<file path="src/rtl/ps2_pkg.sv">
// Shared definitions for the PS/2 scan-code receiver: prefix bytes, receive
// FSM states and the buffered key-event record.
package ps2_pkg;

    localparam logic [7:0] PS2_PREFIX_EXT = 8'hE0;
    localparam logic [7:0] PS2_PREFIX_BRK = 8'hF0;

    typedef enum logic [1:0] {
        ST_IDLE,
        ST_DATA,
        ST_PARITY,
        ST_STOP
    } ps2_state_e;

    typedef struct packed {
        logic       ext;
        logic       brk;
        logic [7:0] code;
    } ps2_event_t;

    // True when data plus parity bit carry an odd number of ones.
    function automatic logic odd_parity_ok(input logic [7:0] data, input logic par);
        return ^{data, par};
    endfunction

endpackage

</file>
<file path="src/rtl/ps2_event_fifo.sv">
// First-word fall-through FIFO for decoded key events; drops a push when full
// unless a pop happens in the same cycle, and flags the drop.
module ps2_event_fifo
    import ps2_pkg::*;
#(
    parameter int FIFO_DEPTH = 4
) (
    input  logic       clk,
    input  logic       rst_n,
    input  logic       push,
    input  ps2_event_t wr_data,
    input  logic       pop,
    output ps2_event_t rd_data,
    output logic       valid,
    output logic       overflow
);

    localparam int AW = $clog2(FIFO_DEPTH);

    ps2_event_t    mem [FIFO_DEPTH];
    ps2_event_t    last_head;
    logic [AW-1:0] wr_ptr;
    logic [AW-1:0] rd_ptr;
    logic [AW:0]   count;
    logic          full;
    logic          empty;
    logic          push_ok;
    logic          pop_ok;

    assign full    = (count == (AW+1)'(FIFO_DEPTH));
    assign empty   = (count == '0);
    assign pop_ok  = pop && !empty;
    assign push_ok = push && (!full || pop_ok);

    // NOTE: storage has no reset; an entry is only ever read after it was written.
    always_ff @(posedge clk) begin
        if (push_ok) begin
            mem[wr_ptr] <= wr_data;
        end
    end

    always_ff @(posedge clk or negedge rst_n) begin
        if (!rst_n) begin
            wr_ptr    <= '0;
            rd_ptr    <= '0;
            count     <= '0;
            last_head <= '0;
            overflow  <= 1'b0;
        end else begin
            overflow <= push && full && !pop_ok;
            if (push_ok) begin
                wr_ptr <= wr_ptr + AW'(1);
            end
            if (pop_ok) begin
                rd_ptr    <= rd_ptr + AW'(1);
                last_head <= mem[rd_ptr];
            end
            case ({push_ok, pop_ok})
                2'b10:   count <= count + (AW+1)'(1);
                2'b01:   count <= count - (AW+1)'(1);
                default: count <= count;
            endcase
        end
    end

    // While empty, present the entry most recently consumed.
    assign rd_data = empty ? last_head : mem[rd_ptr];
    assign valid   = !empty;

endmodule

</file>
<file path="src/rtl/ps2_scan_ctrl.sv">
// PS/2 keyboard receiver: synchronizes the raw lines, deframes 11-bit frames,
// folds E0/F0 prefixes into event flags and queues events for the consumer.
module ps2_scan_ctrl
    import ps2_pkg::*;
#(
    parameter int TIMEOUT_CYCLES = 50000,
    parameter int FIFO_DEPTH     = 4
) (
    input  logic       clk,
    input  logic       rst_n,
    input  logic       PS2C,
    input  logic       PS2D,
    input  logic       out_ready,
    output logic       out_valid,
    output logic [7:0] out_code,
    output logic       out_break,
    output logic       out_ext,
    output logic       frame_err,
    output logic       overflow
);

    localparam int TW = $clog2(TIMEOUT_CYCLES) + 1;

    logic [1:0]    c_sync;
    logic [1:0]    d_sync;
    logic          c_prev;
    logic          fall;
    logic          bit_in;
    ps2_state_e    state;
    ps2_state_e    next_state;
    logic [2:0]    bit_cnt;
    logic [7:0]    shift;
    logic          parity_ok;
    logic [TW-1:0] tmo_cnt;
    logic          timeout;
    logic          ext_flag;
    logic          brk_flag;
    logic          accept;
    logic          err_now;
    logic          push;
    ps2_event_t    head;

    // NOTE: sequential state always uses non-blocking assignments.
    always_ff @(posedge clk or negedge rst_n) begin
        if (!rst_n) begin
            c_sync <= 2'b11;
            d_sync <= 2'b11;
            c_prev <= 1'b1;
        end else begin
            c_sync <= {c_sync[0], PS2C};
            d_sync <= {d_sync[0], PS2D};
            c_prev <= c_sync[1];
        end
    end

    assign fall    = c_prev && !c_sync[1];
    assign bit_in  = d_sync[1];
    assign timeout = (state != ST_IDLE) && !fall && (tmo_cnt == TW'(TIMEOUT_CYCLES - 1));

    always_ff @(posedge clk or negedge rst_n) begin
        if (!rst_n) begin
            state <= ST_IDLE;
        end else begin
            state <= next_state;
        end
    end

    // NOTE: every output of this block gets a default first so no latch is inferred.
    always_comb begin
        next_state = state;
        accept     = 1'b0;
        err_now    = 1'b0;
        if (timeout) begin
            next_state = ST_IDLE;
            err_now    = 1'b1;
        end else if (fall) begin
            case (state)
                ST_IDLE:   if (!bit_in) next_state = ST_DATA;
                ST_DATA:   if (bit_cnt == 3'd7) next_state = ST_PARITY;
                ST_PARITY: next_state = ST_STOP;
                ST_STOP: begin
                    next_state = ST_IDLE;
                    if (bit_in && parity_ok) accept  = 1'b1;
                    else                     err_now = 1'b1;
                end
                default:   next_state = ST_IDLE;
            endcase
        end
    end

    always_ff @(posedge clk or negedge rst_n) begin
        if (!rst_n) begin
            bit_cnt   <= '0;
            shift     <= '0;
            parity_ok <= 1'b0;
            tmo_cnt   <= '0;
            ext_flag  <= 1'b0;
            brk_flag  <= 1'b0;
            frame_err <= 1'b0;
        end else begin
            frame_err <= err_now;
            if (state == ST_IDLE || fall || timeout) tmo_cnt <= '0;
            else                                     tmo_cnt <= tmo_cnt + TW'(1);
            if (fall && state == ST_IDLE) bit_cnt <= '0;
            if (fall && state == ST_DATA) begin
                bit_cnt <= bit_cnt + 3'd1;
                shift   <= {bit_in, shift[7:1]};
            end
            if (fall && state == ST_PARITY) parity_ok <= odd_parity_ok(shift, bit_in);
            if (err_now) begin
                ext_flag <= 1'b0;
                brk_flag <= 1'b0;
            end else if (accept) begin
                if (shift == PS2_PREFIX_EXT) begin
                    ext_flag <= 1'b1;
                end else if (shift == PS2_PREFIX_BRK) begin
                    brk_flag <= 1'b1;
                end else begin
                    ext_flag <= 1'b0;
                    brk_flag <= 1'b0;
                end
            end
        end
    end

    assign push = accept && (shift != PS2_PREFIX_EXT) && (shift != PS2_PREFIX_BRK);

    ps2_event_fifo #(.FIFO_DEPTH(FIFO_DEPTH)) u_fifo (
        .clk      (clk),
        .rst_n    (rst_n),
        .push     (push),
        .wr_data  ('{ext: ext_flag, brk: brk_flag, code: shift}),
        .pop      (out_ready),
        .rd_data  (head),
        .valid    (out_valid),
        .overflow (overflow)
    );

    assign out_code  = head.code;
    assign out_break = head.brk;
    assign out_ext   = head.ext;

endmodule
</file>
<file path="config.mk">
export PLATFORM = sky130hd
export DESIGN_NAME = ps2_scan_ctrl
export DESIGN_NICKNAME = d
export VERILOG_FILES = /design/src/rtl/ps2_pkg.sv /design/src/rtl/ps2_event_fifo.sv /design/src/rtl/ps2_scan_ctrl.sv
export SDC_FILE = /design/constraint.sdc
export NUM_CORES = 1
export LEC_CHECK = 0
export CORE_MARGIN = 5
export CORE_UTILIZATION = 60
export CTS_CLUSTER_SIZE = 14
export DETAILED_ROUTE_END_ITERATION = 16
export PLACE_DENSITY = 0.79
export RECOVER_POWER = 25
export SYNTH_ARGS = -nofsm -noshare
export SYNTH_HDL_FRONTEND = slang
export SYNTH_SLANG_ARGS = --single-unit
</file>
<file path="constraint.sdc">
create_clock -name clk -period 3 [get_ports clk]
set_clock_uncertainty 0.05 [all_clocks]
set_input_delay 0.6 -clock clk [delete_from_list [all_inputs] [get_ports clk]]
set_output_delay 0.6 -clock clk [all_outputs]
set_load 0.03 [all_outputs]
</file>
==> run_results.csv <==
group,metric,value,unit
outcome,outcome,"complete, no violations",
power_and_ir_drop,vdd_drop_max,0.367,mV
synth,yosys.area_share.xor_xnor,4.98,%
clock_tree,clk_latency,360,ps
clock_tree,cts_buffer_depth,2,
clock_tree,clk_pin_slew_worst_paths,90,ps
synth,syn_nets,339,
clock_tree,cts_root_buffer,"sky130_fd_sc_hd__clkbuf_8",
detailed_routing,route.detailed.vias_per_inst,5.55,
clock_tree,htree_levels,3,
floorplanning,fp.coreArea,0.00714,mm²
job,max-cap-violations,0,
finish,filler_cell_count,533,
detailed_routing,drtPass1Iterations,4,
synth,number_of_flip_flops_and_latches_in_the_synthesized_netlist,97,
floorplanning,rows,31,
power_and_ir_drop,power-per-cell-area,864,mW/mm²
setup_path,crit_path_max_fanout,12,
clock_tree,tritoncts,"yes",
clock_tree,cts_sinks,97,
sta,rsz0062_at_grt,"false",
detailed_routing,final_antenna_net_count,0,
grt,initial_antenna_violation_count,0,
synth,synth_simple_gate_area_share,12.4,%
power_and_ir_drop,totalPowerFinal,4.13,mW
finish,layout_common_cells,"52 x sky130_fd_sc_hd__dfrtp_1, 50 x sky130_fd_sc_hd__nand2_1, 40 x sky130_fd_sc_hd__edfxtp_1",
floorplanning,io-pin-count,18,
setup_path,timing.critical_path.to_type,"output pin",
synth,synth-compound-area-share,5.27,%
floorplanning,floorplan.initialDensity,60.5,%
place,io_buffer_count,17,
setup_path,required,2350,ps
synth,synth_enable_flop_cells,40,
setup_path,critPathLaunchType,"flop",
synth,main_combinational_cell_family_by_area_after_synthesis,"simple AND/OR/NAND/NOR gates",
sta,timing_worst_slew_pin_value,1380,ps
sta,finalWorstPathRequiredPeriod,2790,ps
finish,post-route-cell-area,0.00478,mm²
floorplanning,die-width,94.8,µm
synth,syn-instance-count,322,
detailed_routing,post_drt_wl_per_cell,15.7,µm
synth,synthesized_area_fraction_occupied_by_adder_cells,3.65,%
synth,syn-mean-instance-area,13.4,µm²
sta,fin_setup_tns,0,ps
finish,area_delta_synth_final,10.8,%
grt,grt_overflow,0,
setup_path,timing.setup.critical_path_class,"reg -> out",
detailed_routing,wirelength,7090,µm
finish,fin_nets,364,
finish,final_layout_size_suffix_gt1_share,17.0,%
sta,max_slew_margin,7.99,%
place,place_congestion,0.799,
detailed_routing,route.vias.total,2505,
worst_hold_path,timing.hold.worst.class,"reg -> reg",
sta,fmaxAchievable,358,MHz
synth,synth.lib_cells_used.distinct,49,
detailed_routing,drtIter0Drc,122,
power_and_ir_drop,static-leakage-power,1.97,nW
clock_tree,cts-buffers-inserted,9,
synth,synth.yosys.warnings,0,
finish,final_core_utilization,67.0,%
sta,finalHoldViolCount,0,
finish,insertedDiodeCount,0,
sta,count_of_endpoints_failing_setup_in_the_final_report,0,
grt,pin_count_of_the_biggest_net_entering_global_routing,58,
floorplanning,dieHeight,94.8,µm
detailed_routing,drt_drc_violations_left,0,
finish,most_common_library_cell_in_the_layout_ignoring_fill_and_taps,"sky130_fd_sc_hd__dfrtp_1",
synth,yosys_most_used_dff,"sky130_fd_sc_hd__dfrtp_1",
setup_path,worst-endpoint-arrival,2140,ps
synth,seq_area_frac_synth,61.0,%
synth,synth_async_sr_flop_share,58.8,%
grt,vias_in_the_first_global_route,2500,
sta,layout_worst_path_cycle_share,93.0,%
grt,grt_first_pass_wirelength,12100,µm
synth,synthesized_area,0.00432,mm²
place,placed_area,0.00461,mm²
synth,post_synth_mux_area_share,10.4,%
grt,grtUsageTotal,17.6,%
sta,final_max_slew_viol_count,0,
place,hpwlAfterDp,5000,µm
floorplanning,area_of_the_die,0.00899,mm²
layer usage:
metal	vias up	wire, µm	track usage, %	part of all wire (%)
met1	1245	3070	22.5	43
met4	0	68	6.85	0.96
met5	-	0	0	0
li1	1202	-	-	-
met2	50	3700	29.8	52
met3	8	252	3.43	3.6
cells in the mapped netlist, types with 3 or more instances:
cell type / instances / area share, %
sky130_fd_sc_hd__dfrtp_1: 52 / 30
sky130_fd_sc_hd__nand2_1: 50 / 4.3
sky130_fd_sc_hd__edfxtp_1: 40 / 28
sky130_fd_sc_hd__mux2_2: 18 / 4.7
sky130_fd_sc_hd__nor2_1: 14 / 1.2
sky130_fd_sc_hd__xnor2_1: 14 / 2.8
sky130_fd_sc_hd__ha_1: 11 / 3.2
sky130_fd_sc_hd__inv_1: 10 / 0.87
sky130_fd_sc_hd__mux4_2: 10 / 5.2
sky130_fd_sc_hd__o21ai_0: 10 / 1.2
sky130_fd_sc_hd__xor2_1: 8 / 1.6
sky130_fd_sc_hd__and2_1: 7 / 1.0
sky130_fd_sc_hd__clkbuf_1: 7 / 0.61
sky130_fd_sc_hd__a21oi_1: 6 / 0.70
sky130_fd_sc_hd__dfstp_2: 5 / 3.0
sky130_fd_sc_hd__nand3_1: 5 / 0.58
sky130_fd_sc_hd__nand4_1: 5 / 0.72
sky130_fd_sc_hd__nor3_1: 5 / 0.58
sky130_fd_sc_hd__or3_1: 5 / 0.72
sky130_fd_sc_hd__and3_1: 3 / 0.43
worst max-delay path, cell delays in order, from the launching register on:
cell and delay, ps:
sky130_fd_sc_hd__dfrtp_1 350, sky130_fd_sc_hd__buf_4 240, sky130_fd_sc_hd__mux4_2 550, sky130_fd_sc_hd__mux2_2 280
sky130_fd_sc_hd__dlygate4sd2_1 350
flip-flops by register name (all words and copies together) (netlist names):
register          flops
tmo_cnt              17
u_fifo.rd_ptr         2
shift                 8
c_prev                1
state                 2
frame_err             1
u_fifo.overflow       1
u_fifo.last_head     10
u_fifo.wr_ptr         2
c_sync                2
brk_flag              1
d_sync                2
u_fifo.count          3
bit_cnt               3
u_fifo.mem           40
ext_flag              1
parity_ok             1
report_power, final:
part / switching (mW) / internal [mW] / leakage (nW) / total, mW
Combinational: 0.748 / 0.664 / 0.764 / 1.41
Sequential: 0.251 / 1.66 / 1.11 / 1.91
Clock: 0.451 / 0.358 / 0.0986 / 0.809
logic make-up (layout without fill, tap and decap cells):
group / Yosys count / after routing
XOR/XNOR: 23 / 23
AO/OA/AOI/OAI: 32 / 32
flip-flops: 97 / 97
multiplexers: 30 / 30
buffers and inverters: 21 / 51
adder cells (fa/ha/maj): 12 / 12
AND/OR/NAND/NOR: 107 / 107
final cells by class:
cell class / instances / area (µm²) / share of cell area, %
clock inverters: 6 / 43.8 / 0.916
flip-flops and latches: 97 / 2630 / 55.1
well taps: 99 / 124 / 2.59
repair buffers: 25 / 210 / 4.39
clock buffers: 10 / 149 / 3.11
inverters: 10 / 37.5 / 0.785
multi-input cells: 204 / 1590 / 33.1
worst paths after layout:
check                      cells past startpoint  slack, ps        startpoint          endpoint
setup / recovery                               4        210  u_fifo.rd_ptr[0]       out_code[5]
hold / removal                                 0        310         d_sync[0]         d_sync[1]
setup reg to reg                               7        500          shift[1]   u_fifo.count[2]
hold reg to reg                                0        310         d_sync[0]         d_sync[1]
max in group asynchronous                      2       1480             rst_n       tmo_cnt[15]
min in group asynchronous                      2        580             rst_n  u_fifo.rd_ptr[1]
stage by stage:
step	cells	worst slack (ps)	hold WS, ps
2_1_floorplan	322	748	254
3_3_place_gp	435	422	296
3_5_place_dp	435	354	298
4_1_cts	451	180	312
5_1_grt	451	87.3	316
6_report	451	210	310
repair_timing:
| item | 4_1_cts | 5_1_grt |
|---|---|---|
| setup endpoints to repair | 10 | 0 |
| gates resized for setup | 10 | 0 |
| setup buffers | 0 | 0 |
| hold buffers | 0 | 0 |
Power figures use the tool's default switching activity.
